File: config.mk
export PLATFORM = sky130hd
export DESIGN_NAME = sig_interp
export DESIGN_NICKNAME = d
export VERILOG_FILES = /design/src/rtl/sig_pkg.sv /design/src/rtl/interp_acc.sv /design/src/rtl/sig_interp.sv
export SDC_FILE = /design/constraint.sdc
export NUM_CORES = 1
export LEC_CHECK = 0
export CAP_MARGIN = 15
export CORE_ASPECT_RATIO = 1.25
export CORE_MARGIN = 1
export CORE_UTILIZATION = 28
export CTS_BUF_LIST = sky130_fd_sc_hd__clkbuf_2 sky130_fd_sc_hd__clkbuf_4 sky130_fd_sc_hd__clkbuf_8
export CTS_CLUSTER_SIZE = 40
export DETAILED_ROUTE_END_ITERATION = 16
export SETUP_SLACK_MARGIN = 0.15
export SLEW_MARGIN = 10
export SYNTH_ARGS = -nofsm -noshare
export SYNTH_HDL_FRONTEND = slang
export SYNTH_SLANG_ARGS = --single-unit
File: constraint.sdc
create_clock -name clk -period 2.8 [get_ports clk]
set_input_delay 0.56 -clock clk [delete_from_list [all_inputs] [get_ports clk]]
set_output_delay 0.56 -clock clk [all_outputs]
set_load 0.01 [all_outputs]
File: src/rtl/sig_pkg.sv
// Shared definitions for the signal chain (averager and interpolator):
// handshake FSM states and default sizing constants.
package sig_pkg;

  typedef enum logic {
    IDLE = 1'b0,
    RUN  = 1'b1
  } state_t;

  localparam int DATLEN        = 12;
  localparam int INTERP_N      = 64;
  localparam int INTERP_N_LOG2 = 6;

endpackage

File: src/rtl/interp_acc.sv
// Linear-ramp accumulator: loads base << log2(n) and the signed step delta,
// then adds delta on every step; the output sample is the scaled-down value.
module interp_acc
  import sig_pkg::*;
#(
  parameter int datlen        = DATLEN,
  parameter int interp_n_log2 = INTERP_N_LOG2
) (
  input  logic              clk,
  input  logic              rst,
  input  logic              load,
  input  logic              step,
  input  logic [datlen-1:0] base,
  input  logic [datlen-1:0] target,
  output logic [datlen-1:0] val
);

  localparam int AW = datlen + interp_n_log2 + 1;

  logic signed [AW-1:0] acc;
  logic signed [datlen:0] delta;

  always_ff @(posedge clk or posedge rst) begin
    if (rst) begin
      acc   <= '0;
      delta <= '0;
    end else if (load) begin
      acc   <= $signed({1'b0, base, {interp_n_log2{1'b0}}});
      delta <= $signed({1'b0, target}) - $signed({1'b0, base});
    end else if (step) begin
      acc <= acc + AW'(delta);
    end
  end

  // The ramp always lies between base and target, so acc never goes negative
  // and dropping the low bits is a floor.
  assign val = acc[datlen+interp_n_log2-1:interp_n_log2];

endmodule

File: src/rtl/sig_interp.sv
// Sample-rate interpolator: each accepted target value is expanded into
// interp_n samples ramping linearly from the previously emitted target.
module sig_interp
  import sig_pkg::*;
#(
  parameter int datlen        = DATLEN,
  parameter int interp_n      = INTERP_N,
  parameter int interp_n_log2 = INTERP_N_LOG2
) (
  input  logic              clk,
  input  logic              rst,
  input  logic [datlen-1:0] in_val,
  input  logic              in_valid,
  output logic              in_ready,
  output logic [datlen-1:0] out_val,
  output logic              out_valid,
  input  logic              out_ready,
  output state_t            dbg_state
);

  localparam logic [interp_n_log2-1:0] K_LAST = interp_n_log2'(interp_n - 1);

  // Handshakes: a transfer happens on a rising edge where valid and ready are
  // both high; valid never depends on ready, and a producer holding valid
  // keeps its data stable until the transfer.
  state_t                   state;
  state_t                   next_state;
  logic [interp_n_log2-1:0] k;
  logic [datlen-1:0]        prev;
  logic [datlen-1:0]        target;
  logic                     in_hs;
  logic                     out_hs;
  logic                     last;

  assign in_hs     = in_valid & in_ready;
  assign out_hs    = out_valid & out_ready;
  assign last      = (k == K_LAST);
  assign dbg_state = state;

  always_ff @(posedge clk or posedge rst) begin
    if (rst) begin
      state  <= IDLE;
      k      <= '0;
      prev   <= '0;
      target <= '0;
    end else begin
      state <= next_state;
      if (in_hs) begin
        k      <= '0;
        target <= in_val;
      end else if (out_hs) begin
        k <= k + 1'b1;
        if (last) prev <= target;
      end
    end
  end

  always_comb begin
    next_state = state;
    in_ready   = 1'b0;
    out_valid  = 1'b0;
    case (state)
      IDLE: begin
        in_ready = 1'b1;
        if (in_valid) next_state = RUN;
      end
      RUN: begin
        out_valid = 1'b1;
        if (out_ready && last) next_state = IDLE;
      end
      default: next_state = IDLE;
    endcase
  end

  interp_acc #(
    .datlen        (datlen),
    .interp_n_log2 (interp_n_log2)
  ) u_acc (
    .clk    (clk),
    .rst    (rst),
    .load   (in_hs),
    .step   (out_hs),
    .base   (prev),
    .target (in_val),
    .val    (out_val)
  );

endmodule

==> qor.json <==
{
  "fin_worst_skew_ns": 0.00684,
  "die_h_um": 132,
  "cts_tree": "built",
  "finalSetupTns_ns": 0,
  "end_kind": "register",
  "cts_max_level": 3,
  "synth-seq-cells": 62,
  "most-common-layout-cells": "sky130_fd_sc_hd__nand2_1 (77), sky130_fd_sc_hd__dfrtp_1 (62), sky130_fd_sc_hd__o21ai_0 (53)",
  "grt_start_max_net_pins": 37,
  "slew_headroom": 0.574,
  "vias": 2953,
  "fmaxAchievable_mhz": 395,
  "critical_path.max_fanout": 3,
  "dr_wl_met3_um": 321,
  "later_pin_clock_latency_in_the_skew_report_ns": 0.35,
  "buffer_ports.inserted": 30,
  "violations": "design-rule violations",
  "whs_path_cells": 2,
  "tritoncts.num_buffers": 9,
  "insertedDiodeCount": 0,
  "syn_avg_cell_area_um2": 9.08,
  "synth_seq_area_share": 0.412,
  "timing.final.setup_violations": 0,
  "dpl.hpwl_um": 6340,
  "total_leakage_power_nw": 2.08,
  "finalWorstPathRequiredPeriod_ns": 2.53,
  "ys.flop_type": "sky130_fd_sc_hd__dfrtp_1",
  "finish.cell_count_without_fillers": 617,
  "grt_use_total": 0.137,
  "area_growth_syn_to_layout_pct": 18.3,
  "layout_worst_path_cycle_share": 0.903,
  "setup.worst_path.start_class": "register",
  "worst_r2r_path_depth": 10,
  "placed_cells_incl_taps": 602,
  "peakVddDrop_v": 0.000242,
  "post_synth_num_cell_types": 47,
  "crit_chain": "ha_1 > fa_1 > a21o_1 > a21oi_2 > o21bai_1 > a21o_1 > a31oi_2 > o21ai_2 > mux2_1 > nor2_1",
  "synthesis.instances": 415,
  "crit_path_frequent_cell": "sky130_fd_sc_hd__a21o_1",
  "worst-endpoint-required_ns": 3.08,
  "post_route_utilization": 0.339,
  "run_status": "finished, violations left",
  "postCtsHoldBufs": 0,
  "final_nets": 490,
  "antenna_left": 0,
  "drc": 2,
  "hold_path.class": "register to register",
  "row_count": 47,
  "synthesis.nets": 463,
  "chipWidth_um": 106,
  "dr.max_layer_used": "met4",
  "unrepaired_setup_endpoints_after_global_routing": "false",
  "yosys_warnings": 0,
  "global_route_wire_length_before_repair_um": 14900,
  "critical_path_arrival_ns": 2.81,
  "clockBufferDepth": 2,
  "start_util": 0.286,
  "grt_remaining_overflow": 0,
  "synth_async_sr_flop_share": 1.00,
  "drt_first_pass_iters": 11,
  "detail_route.iter0.violations": 185,
  "vias_per_cell": 4.79,
  "finalHoldViolations": 0,
  "power_per_cell_area_nw_per_um2": 762,
  "worst_setup_hold_path_clk_slew_ns": 0.07,
  "die-area_um2": 13900,
  "core_um2": 13200,
  "number_of_antenna_violations_at_the_first_check_in_global_routing": 0,
  "drv_cap": 0,
  "ctsRootBufferMaster": "sky130_fd_sc_hd__clkbuf_8",
  "met1Wirelength_um": 3860,
  "final_common_cell": "sky130_fd_sc_hd__nand2_1",
  "synth_edf_count": 0,
  "setup.worst_path.class": "register to register",
  "wl_met2_um": 4560,
  "cpPeakStageDelay_ns": 0.40,
  "gpl.final_weighted_congestion": 0.864,
  "final_layout_size_suffix_gt1_frac": 0.108,
  "synth.cell_area_um2": 3770,
  "final-max-slew-violation-count": 0,
  "fin_worst_hold_slack_ns": 0.476,
  "finalPower_mw": 3.40,
  "wire_per_inst_um": 14.5,
  "timing.critical_path.slowest_stage_cell": "sky130_fd_sc_hd__fa_1",
  "wirelength_um": 8920,
  "number_of_top_level_design_ports": 31,
  "worst_pin_slew_ns": 0.638,
  "sink_count": 62,
  "first_global_vias": 3048
}
-- kinds of logic (layout without fill, tap and decap cells) --
group | after synthesis | after routing | share of synthesized area
AO/OA/AOI/OAI | 129 | 129 | 0.219
XOR/XNOR | 23 | 23 | 0.0534
buffers and inverters | 46 | 77 | 0.0587
flip-flops | 62 | 62 | 0.412
AND/OR/NAND/NOR | 121 | 121 | 0.141
multiplexers | 2 | 2 | 0.00597
adder cells (fa/ha/maj) | 32 | 32 | 0.110
-- area by class of cell --
| class | instances | area (um^2) |
|---|---|---|
| inverters | 21 | 78.8 |
| clock buffers | 13 | 154 |
| clock inverters | 2 | 10.0 |
| well taps | 171 | 214 |
| flip-flops and latches | 62 | 1550 |
| fillers | 1366 | 8710 |
| multi-input cells | 307 | 2040 |
| repair buffers | 41 | 415 |
-- per-stage QoR --
step | area (um^2) | worst slack, ns
after floorplan | 3770 | 0.452
after global placement | 4250 | -0.0831
after detailed placement | 4250 | -0.126
after CTS | 4420 | 0.224
after global routing | 4460 | 0.157
final | 4460 | 0.271
-- state kept, by name (all words and copies together) (netlist names) --
signal	count
u_acc.delta	13
k	6
dbg_state	1
u_acc.acc	18
prev	12
target	12
-- metal layers --
| layer | track usage | up-vias |
|---|---|---|
| met1 | 0.168 | 1402 |
| met5 | 0 | - |
| met2 | 0.231 | 46 |
| met3 | 0.0237 | 13 |
| met4 | 0.0656 | 0 |
| li1 | - | 1492 |
-- Yosys cell counts, types with 9 or more instances --
cell                       instances  area [um^2]
sky130_fd_sc_hd__ha_1             30          375
sky130_fd_sc_hd__buf_4            13         97.6
sky130_fd_sc_hd__nor2_1           14         52.6
sky130_fd_sc_hd__dfrtp_1          62         1550
sky130_fd_sc_hd__nand2_1          77          289
sky130_fd_sc_hd__o21ai_0          53          265
sky130_fd_sc_hd__a21oi_1          24          120
sky130_fd_sc_hd__xnor2_1           9         78.8
sky130_fd_sc_hd__inv_1            21         78.8
sky130_fd_sc_hd__xor2_1           14          123
sky130_fd_sc_hd__a22oi_1          11         82.6
sky130_fd_sc_hd__clkbuf_1         11         41.3
-- path summary, 6_finish.rpt --
path                                       startpoint                         to  slack [ns]
setup / recovery           u_acc.delta[0]$_DFFE_PP0P_  u_acc.acc[16]$_DFFE_PP0P_        0.27
hold / removal                  target[5]$_DFFE_PP0P_      target[5]$_DFFE_PP0P_        0.48
setup reg to reg           u_acc.delta[0]$_DFFE_PP0P_  u_acc.acc[16]$_DFFE_PP0P_        0.27
hold reg to reg                 target[5]$_DFFE_PP0P_      target[5]$_DFFE_PP0P_        0.48
max in group asynchronous                         rst     target[11]$_DFFE_PP0P_        1.57
min in group asynchronous                         rst        prev[0]$_DFFE_PP0P_        0.62
-- timing repair --
item	CTS	global route
gates resized for setup	0	11
endpoints found under the setup margin	0	3
setup buffers	0	0
endpoints found under the hold margin	0	0
-- power breakdown --
| group | internal, mW | switching, mW |
|---|---|---|
| logic | 0.698 | 0.722 |
| registers | 1.09 | 0.182 |
| clock network | 0.354 | 0.349 |
| total | 2.14 | 1.25 |
-- critical path: cells and delay by family (launching register included) --
kind | cells | cell delay, ns
AO/OA/AOI/OAI | 6 | 1.05
AND/OR/NAND/NOR | 1 | 0.08
multiplexers | 1 | 0.32
adder cells (fa/ha/maj) | 2 | 0.63
flip-flops | 1 | 0.39
Note: power is estimated with default switching activity, not from simulation.
